===== src/rtl/fp16_acc_pkg.sv =====
// Shared constants for the fp16 accumulator job scheduler: FP16 width,
// the zero encoding and the scheduler FSM state codes.
package fp16_acc_pkg;

  localparam int          FP16_W    = 16;
  localparam logic [15:0] FP16_ZERO = 16'h0000;

  // Scheduler FSM states
  localparam logic [2:0] IDLE    = 3'd0;
  localparam logic [2:0] FILL    = 3'd1;
  localparam logic [2:0] BURST   = 3'd2;
  localparam logic [2:0] CAPTURE = 3'd3;
  localparam logic [2:0] RESP    = 3'd4;

endpackage


===== src/rtl/fp16_acc_sched_rr_arb.sv =====
// N_REQ-wide round-robin arbiter. The search starts at the pointer, and the
// pointer moves to one past the winner only when a grant is actually issued.
module rr_arb #(
  parameter int N_REQ = 4,
  parameter int ID_W  = $clog2(N_REQ)
) (
  input  logic             clk,
  input  logic             rst,
  input  logic [N_REQ-1:0] req_i,
  input  logic             en_i,
  output logic [N_REQ-1:0] gnt_o,
  output logic [ID_W-1:0]  id_o
);

  logic [ID_W-1:0] ptr_q, ptr_d;
  logic [ID_W-1:0] sel;
  logic            found;
  int              idx;

  // Scan requesters starting at the pointer; the first active one wins
  always_comb begin
    gnt_o = '0;
    id_o  = '0;
    found = 1'b0;
    idx   = 0;
    sel   = '0;
    for (int i = 0; i < N_REQ; i++) begin
      idx = int'(ptr_q) + i;
      if (idx >= N_REQ) idx = idx - N_REQ;
      sel = ID_W'(idx);
      if (!found && req_i[sel]) begin
        found      = 1'b1;
        gnt_o[sel] = 1'b1;
        id_o       = sel;
      end
    end
  end

  // Next priority pointer: one past the winner, wrapping to requester 0
  always_comb begin
    ptr_d = ptr_q;
    if (en_i && found) begin
      ptr_d = (id_o == ID_W'(N_REQ - 1)) ? '0 : id_o + ID_W'(1);
    end
  end

  // Pointer register; requester 0 has top priority out of reset
  always_ff @(posedge clk or posedge rst) begin
    if (rst) ptr_q <= '0;
    else     ptr_q <= ptr_d;
  end

endmodule


===== src/rtl/fp16_acc_sched.sv =====
// Job scheduler in front of a shared single-stream FP16 accumulator.
// A granted requester's job is buffered whole, then replayed as one gap-free
// burst with the done strobe on the last beat; the sum is returned with the
// owner's ID and a truncation flag.
module fp16_acc_sched
  import fp16_acc_pkg::*;
#(
  parameter int N_REQ = 4,
  parameter int DEPTH = 16,
  parameter int ID_W  = $clog2(N_REQ),
  parameter int CNT_W = $clog2(DEPTH + 1)
) (
  input  logic                    clk,
  input  logic                    rst,
  input  logic [N_REQ-1:0]        req_valid,
  output logic [N_REQ-1:0]        req_ready,
  input  logic [FP16_W*N_REQ-1:0] req_data,
  input  logic [N_REQ-1:0]        req_last,
  output logic                    res_valid,
  input  logic                    res_ready,
  output logic [FP16_W-1:0]       res_data,
  output logic [ID_W-1:0]         res_id,
  output logic                    res_trunc,
  output logic [FP16_W-1:0]       acc_in_a,
  output logic                    acc_in_accum_done,
  input  logic [FP16_W-1:0]       acc_out_sum,
  output logic                    busy
);

  localparam int PTR_W = (DEPTH > 1) ? $clog2(DEPTH) : 1;

  logic [2:0]        state_q, state_d;
  logic [ID_W-1:0]   id_q, id_d;
  logic [CNT_W-1:0]  cnt_q, cnt_d;
  logic [CNT_W-1:0]  rem_q, rem_d;
  logic              trunc_q, trunc_d;
  logic [PTR_W-1:0]  wr_ptr_q, wr_ptr_d;
  logic [PTR_W-1:0]  rd_ptr_q, rd_ptr_d;
  logic [FP16_W-1:0] mem_q [DEPTH];
  logic              push;

  logic [FP16_W-1:0] acc_a_q, acc_a_d;
  logic              acc_done_q, acc_done_d;
  logic              res_valid_q, res_valid_d;
  logic [FP16_W-1:0] res_data_q, res_data_d;
  logic [ID_W-1:0]   res_id_q, res_id_d;
  logic              res_trunc_q, res_trunc_d;

  logic              arb_en;
  logic [N_REQ-1:0]  arb_gnt;
  logic [ID_W-1:0]   arb_id;

  logic [FP16_W-1:0] beat_data;
  logic              beat_vld;
  logic              beat_last;
  logic              fill_end;

  function automatic logic [PTR_W-1:0] ptr_inc(input logic [PTR_W-1:0] p);
    return (p == PTR_W'(DEPTH - 1)) ? '0 : p + PTR_W'(1);
  endfunction

  rr_arb #(
    .N_REQ (N_REQ),
    .ID_W  (ID_W)
  ) u_arb (
    .clk   (clk),
    .rst   (rst),
    .req_i (req_valid),
    .en_i  (arb_en),
    .gnt_o (arb_gnt),
    .id_o  (arb_id)
  );

  assign beat_data = req_data[FP16_W*int'(id_q) +: FP16_W];
  assign beat_vld  = (state_q == FILL) && req_valid[id_q];
  assign beat_last = req_last[id_q];
  // The DEPTH-th beat closes the job even without last, so the FIFO never overflows
  assign fill_end  = beat_vld && (beat_last || (cnt_q == CNT_W'(DEPTH - 1)));

  assign req_ready         = (state_q == FILL) ? (N_REQ'(1) << id_q) : '0;
  assign busy              = (state_q != IDLE);
  assign acc_in_a          = acc_a_q;
  assign acc_in_accum_done = acc_done_q;
  assign res_valid         = res_valid_q;
  assign res_data          = res_data_q;
  assign res_id            = res_id_q;
  assign res_trunc         = res_trunc_q;

  // FSM, FIFO pointers and registered accumulator/result drive
  always_comb begin
    state_d     = state_q;
    id_d        = id_q;
    cnt_d       = cnt_q;
    rem_d       = rem_q;
    trunc_d     = trunc_q;
    wr_ptr_d    = wr_ptr_q;
    rd_ptr_d    = rd_ptr_q;
    push        = 1'b0;
    arb_en      = 1'b0;
    acc_a_d     = FP16_ZERO;
    acc_done_d  = 1'b1;
    res_valid_d = res_valid_q;
    res_data_d  = res_data_q;
    res_id_d    = res_id_q;
    res_trunc_d = res_trunc_q;

    case (state_q)
      IDLE: begin
        arb_en = 1'b1;
        if (|req_valid) begin
          id_d    = arb_id;
          cnt_d   = '0;
          trunc_d = 1'b0;
          state_d = FILL;
        end
      end

      FILL: begin
        if (beat_vld) begin
          push     = 1'b1;
          wr_ptr_d = ptr_inc(wr_ptr_q);
          cnt_d    = cnt_q + CNT_W'(1);
          if (fill_end) begin
            // Preload the first burst beat so the accumulator sees it in the
            // first BURST cycle; a single-beat job bypasses the FIFO read.
            state_d    = BURST;
            trunc_d    = ~beat_last;
            rem_d      = cnt_q + CNT_W'(1);
            acc_a_d    = (cnt_q == '0) ? beat_data : mem_q[rd_ptr_q];
            acc_done_d = (cnt_q == '0);
            rd_ptr_d   = ptr_inc(rd_ptr_q);
          end
        end
      end

      BURST: begin
        if (rem_q > CNT_W'(1)) begin
          acc_a_d    = mem_q[rd_ptr_q];
          acc_done_d = (rem_q == CNT_W'(2));
          rd_ptr_d   = ptr_inc(rd_ptr_q);
          rem_d      = rem_q - CNT_W'(1);
        end else begin
          state_d = CAPTURE;
        end
      end

      CAPTURE: begin
        res_data_d  = acc_out_sum;
        res_id_d    = id_q;
        res_trunc_d = trunc_q;
        res_valid_d = 1'b1;
        state_d     = RESP;
      end

      RESP: begin
        if (res_ready) begin
          res_valid_d = 1'b0;
          state_d     = IDLE;
        end
      end

      default: state_d = IDLE;
    endcase
  end

  // Control, pointers and output registers
  always_ff @(posedge clk or posedge rst) begin
    if (rst) begin
      state_q     <= IDLE;
      id_q        <= '0;
      cnt_q       <= '0;
      rem_q       <= '0;
      trunc_q     <= 1'b0;
      wr_ptr_q    <= '0;
      rd_ptr_q    <= '0;
      acc_a_q     <= FP16_ZERO;
      acc_done_q  <= 1'b1;
      res_valid_q <= 1'b0;
      res_data_q  <= FP16_ZERO;
      res_id_q    <= '0;
      res_trunc_q <= 1'b0;
    end else begin
      state_q     <= state_d;
      id_q        <= id_d;
      cnt_q       <= cnt_d;
      rem_q       <= rem_d;
      trunc_q     <= trunc_d;
      wr_ptr_q    <= wr_ptr_d;
      rd_ptr_q    <= rd_ptr_d;
      acc_a_q     <= acc_a_d;
      acc_done_q  <= acc_done_d;
      res_valid_q <= res_valid_d;
      res_data_q  <= res_data_d;
      res_id_q    <= res_id_d;
      res_trunc_q <= res_trunc_d;
    end
  end

  // Job FIFO storage; contents are only meaningful between matching pointers
  always_ff @(posedge clk) begin
    if (push) mem_q[wr_ptr_q] <= beat_data;
  end

endmodule


===== config.mk =====
export PLATFORM = sky130hd
export DESIGN_NAME = fp16_acc_sched
export DESIGN_NICKNAME = d
export VERILOG_FILES = /design/src/rtl/fp16_acc_pkg.sv /design/src/rtl/fp16_acc_sched_rr_arb.sv /design/src/rtl/fp16_acc_sched.sv
export SDC_FILE = /design/constraint.sdc
export NUM_CORES = 1
export LEC_CHECK = 0
export CORE_MARGIN = 2
export CORE_UTILIZATION = 30
export DETAILED_ROUTE_END_ITERATION = 8
export DONT_BUFFER_PORTS = 1
export MAX_ROUTING_LAYER = met4
export SLEW_MARGIN = 15
export SYNTH_ARGS = -nofsm -noshare
export SYNTH_HDL_FRONTEND = slang
export SYNTH_SLANG_ARGS = --single-unit

===== constraint.sdc =====
create_clock -name clk -period 4.8 [get_ports clk]
set_clock_uncertainty 0.05 [all_clocks]
set_input_delay 0.48 -clock clk [delete_from_list [all_inputs] [get_ports clk]]
set_output_delay 0.48 -clock clk [all_outputs]
set_load 0.02 [all_outputs]

# Word-level counts from Yosys, hierarchy flattened
# Memories as Yosys holds them, arrays and structs flattened.
# Index checks and enable logic that the tools add are counted.
[totals]
inputBits = 91
memories = 1
ram_bits = 256
register_bits = 63
output_inout_bits = 42
[classes]
reduce_logical = 24
n_mux = 65
bitwise_logic = 1
n_shift = 2
n_eq_ne = 15
n_addsub = 12
n_lt_le_gt_ge = 10
[memory_table]
columns = ["memory", "depth", "word_bits", "read_ports", "rd_ports_with_merged_regs", "write_ports", "line", "source"]
rows = [
  ["mem_q", 16, 16, 1, 0, 1, "fp16_acc_sched.sv:39", "logic [FP16_W-1:0] mem_q [DEPTH];"],
]
[op_table]
columns = ["operator", "n"]
rows = [
  ["$mux W16", 4],
  ["$shiftx A64 B7 Y16", 1],
  ["$pmux W16 S2", 1],
  ["$mux W5", 5],
  ["$mux W4", 6],
  ["$mux W1", 22],
  ["$pmux W5 S2", 2],
  ["$mux W2", 9],
  ["$lt A2 B3 Y1 const B", 5],
  ["$mux W3", 5],
  ["$pmux W3 S5", 1],
  ["$bmux W1 S2", 6],
  ["$ne A2 B2 Y1 const B", 6],
  ["$ge A3 B3 Y1 const B", 3],
  ["$add A4 B1 Y4 const B", 2],
  ["$eq A4 B4 Y1 const B", 2],
  ["$pmux W4 S2", 1],
  ["$reduce_and A4 Y1", 2],
  ["$sub A2 B1 Y2 const B", 4],
  ["$add A2 B2 Y3 const B", 2],
  ["$eq A3 B2 Y1 const B", 2],
  ["$logic_and A1 B1 Y1", 6],
  ["$pmux W1 S2", 3],
  ["$reduce_and A2 Y1", 3],
  ["22 further kinds", 26],
]

# Logic depth before layout (Yosys ltp)
[logic_depth]
depth_word = 16
depth_mapped = 7

# By module
# From an unflattened synthesis, not the netlist that was laid out.
[hier_totals]
cells_unflattened = 742
area_unflattened_um2 = 13626.8
[modules_own_cells]
columns = ["mod", "n_inst", "cells_per_inst", "area_each_um2"]
rows = [
  ["fp16_acc_sched", 1, 686, 13095.1],
  ["rr_arb", 1, 56, 531.8],
]

# Worst setup path after synthesis
# OpenSTA, ideal clock, no wires.
[synth_path]
path_kind = "register to register"
from = "reg state_q[2]"
to = "mem mem_q[0][0], enable pin"
arrival_ps = 2937
path_slack_ps = 1377
setup_ps = 436
t_required_ps = 4314
stages_incl_launch_ff = 5
period_less_slack_ps = 3423
n_path_buf = 1
path_cell_list = "dfrtp_1 clkbuf_1 nor3b_2 nand2_1 nor4b_1"
[synth_between]
elab_chain_cells = 6
[synth_lines]
columns = ["element", "line", "source"]
rows = [
  ["start, declared", "fp16_acc_sched.sv:32", "logic [2:0] state_q, state_d;"],
  ["start signal, assigned", "fp16_acc_sched.sv:183", "state_q <= state_d;"],
  ["$eq A3 B1 Y1 (*)", "fp16_acc_sched.sv:75, fp16_acc_sched.sv:107", ""],
  ["$logic_and A1 B1 Y1", "fp16_acc_sched.sv:75", "assign beat_vld = (state_q == FILL) && req_valid[id_q];"],
  ["$mux W1", "fp16_acc_sched.sv:119", "if (beat_vld) begin"],
  ["$mux W1 (*)", "fp16_acc_sched.sv:107", "case (state_q)"],
  ["$mux W1 (*)", "fp16_acc_sched.sv:201", "if (push) mem_q[wr_ptr_q] <= beat_data;"],
  ["$mux W1 (not written as such) (*)", "fp16_acc_sched.sv:201", ""],
  ["end, declared", "fp16_acc_sched.sv:39", ""],
]
# Every way passes the cells marked *; elsewhere a longest branch is shown, timed or not.

# Final worst setup path
[layout_path]
from = "reg id_q[1]"
to = "mem mem_q[14][3], enable pin"
[layout_between]
elab_chain_cells = 7
[layout_lines]
columns = ["element", "line", "source"]
rows = [
  ["start, declared", "fp16_acc_sched.sv:33", "logic [ID_W-1:0] id_q, id_d;"],
  ["start signal, assigned", "fp16_acc_sched.sv:184", "id_q <= id_d;"],
  ["$bmux W1 S2", "fp16_acc_sched.sv:75", ""],
  ["$mux W1 (not written as such)", "fp16_acc_sched.sv:75", ""],
  ["$logic_and A1 B1 Y1", "fp16_acc_sched.sv:75", ""],
  ["$mux W1", "fp16_acc_sched.sv:119", ""],
  ["$mux W1", "fp16_acc_sched.sv:107", ""],
  ["$mux W1", "fp16_acc_sched.sv:201", ""],
  ["$mux W1 (not written as such)", "fp16_acc_sched.sv:201", ""],
]
# No other way between the ends. The select of a mux whose other input is x is not followed.

==> metrics.cfg <==
[power_and_ir_drop]
powerDensity_nw_per_um2=671
p_leak_nw=5.02
worst_ir_drop_vdd_uv=461

[grt]
grt_max_degree=64
grt_pass1_vias=6916
grt_pass1_wl_mm=48.2
grt_overflow=0
grt_usage_pct=14.5
antenna_found_initial=3

[die]
dieArea_um2=45800
die_w_um=214
row_count=76
ios=133
start_util_pct=30.5
die_height_um=214
core_area_um2=43400

[synthesis]
synth_compound_gate_area_share_pct=5.39
synth_top_family_by_area=multiplexers
yosysUniqueCellTypes=58
synth.cell_area_um2=13200
seq_area_frac_synth_pct=70.0
ys_warn_count=0
synth.ff_latch_count=319
synth_flop_cell=edfxtp_1
synthAdderAreaFrac_pct=1.13
ys_async_sr_fraction_pct=19.7
synth-edff-count=256
synth_mux_area_share_pct=16.4
syn-num-nets=820
synthSimpleGateAreaFrac_pct=4.87
yosys.area_share.xor_xnor_pct=0.331
syn_inst=717
syn-mean-instance-area_um2=18.5

[sta]
setup_tns_ps=0
rsz0062_at_grt=false
hold_viol_final=0
finalCriticalPeriod_ps=3350
worstMarginPinSlew_ps=1130
period_share_pct=69.8
setup_viol=0
setup_ws_ps=1450
report.final.slew_viol_count=0
fmax_mhz=298
maxSlewHeadroom_pct=24.1

[drt]
num_vias=6851
viasPerCell=5.12
antenna_left=0
wire_per_inst_um=24.1
finalWirelength_mm=32.2
drtPass1Iterations=5
drc_errors=0
drtIter0Drc=645

[critical_path]
cp-startpoint=id_q[1]
cpPeakStageDelay_ps=830
crit_type=flop to flop
crit_arrival_ps=3440
endpoint_kind=flop
rr_startpoint=id_q[1]
crit_path_start_kind=flop
cp.required_ps=4890
cp_slowest_cell=dfrtp_2
worstPathMaxFanout=24
path_cells=mux4_2, and2_0, and3_1, and2_1

[worst_hold_path]
hold_path_class=primary input to asynchronous set/reset pin

[final_layout]
final_cells=1337
final_core_util_pct=34.9
final_common_cell=edfxtp_1
nets=827
num-fill-cells=4101
drive_gt1_share_pct=26.8
design_area_um2=15100
most-common-layout-cells=edfxtp_1 (256), mux4_2 (82), dfrtp_1 (58)
multiInputGateArea_um2=3750
register_area_um2=9270
area_delta_synth_final_pct=14.2

[clocking]
cts_tree=done
clockBufferDepth=3
postCtsResizedCells=0
ctsHoldBuffers=0
insertion_delay_ps=520
cts.clk_slew.worst_paths_ps=60
cts.sinks=319
cts-root-buf=clkbuf_16
h-tree-depth=2
cts_buffers=34
postCtsSetupRepairBufs=0

[place]
portBuffers=0
place_inst=1273
place_area_um2=13900
place_ws_ps=1350
dp_hpwl_mm=21.6
gp_congestion=0.819

[run]
cap_violations=0

[status]
status=complete, no violations

## cell families (layout without fill, tap and decap cells)
| family | Yosys count | in the layout |
|---|---|---|
| flops | 319 | 319 |
| compound gates | 94 | 94 |
| xor+xnor | 5 | 5 |
| simple gates | 118 | 118 |
| fa+ha+maj | 12 | 12 |
| other cells | 0 | 2 |
| mux | 111 | 111 |
| buf+inv | 58 | 91 |
## sequential cells by signal, summed over array words and instances, names as in the netlist, 2 cells and up
name,count
mem_q,256
cnt_q,5
id_q,2
rem_q,5
res_id,2
acc_in_a,16
state_q,3
res_data,16
rd_ptr_q,4
u_arb.ptr_q,2
wr_ptr_q,4
## final timing paths
path	endpoint	slack (ps)	cells past startpoint
hold / removal	cnt_q[1]	50	2
setup / recovery	mem_q[14][3]	1450	4
max in group asynchronous	rd_ptr_q[1]	4050	2
hold reg to reg	u_arb.ptr_q[0]	480	2
setup reg to reg	mem_q[14][3]	1450	4
min in group clk	res_data[12]	60	1
## synthesized netlist by cell type, types with 5 or more instances
master    number  area share [%]
o21ai_0       20            0.76
nand3_1       26            0.98
mux4_2        82              14
nand2_1       17            0.48
mux2_2        26             2.2
a21oi_1       10            0.38
and2_1         7            0.33
dfrtp_1       62              12
nor2_1        21            0.60
nor3_1         5            0.19
inv_1         17            0.48
edfxtp_1     256              58
nor2b_1        6            0.28
clkbuf_1      23            0.65
buf_2         14            0.53
o21ai_2        9            0.60
and3_1        15            0.71
ha_1          12             1.1
a22o_1        26             1.7
## where the power goes
part           total (W)  internal [W]  leakage, nW  switching [W]
clock            0.00279       0.00170        0.580        0.00109
sequential       0.00440       0.00376         3.09       0.000641
combinational    0.00295       0.00119         1.35        0.00175
## critical path: cells and delay by family, from the launching register on
| kind | cells | cell delay, ps |
|---|---|---|
| DFF | 1 | 830 |
| muxes | 1 | 460 |
| and+or+nand+nor | 3 | 1620 |
## per-layer routing
layer	vias to the layer above	track usage (%)	share of wire, %
met5	-	-	0
met4	0	3.29	1.8
met3	37	2.67	6.1
met2	264	22.4	48
met1	3635	20.2	44
li1	2915	-	-
## area by class of cell
class	instances	area share (%)
flip-flops and latches	319	61.3
multi-input cells	340	24.8
clock buffers	40	6.05
well taps	585	4.84
clock inverters	22	1.87
repair buffers	12	0.596
inverters	17	0.430
diodes	2	0.0331
## per-stage QoR
stage / hold slack (ps) / total power (W)
finish: 51.8 / 0.0101
global route: 42.1 / 0.0107
CTS: 47.9 / 0.0102
detailed placement: 462 / 0.00747
global placement: 455 / 0.00742
floorplan: 412 / 0.00638
Power figures use the tool's default switching activity.
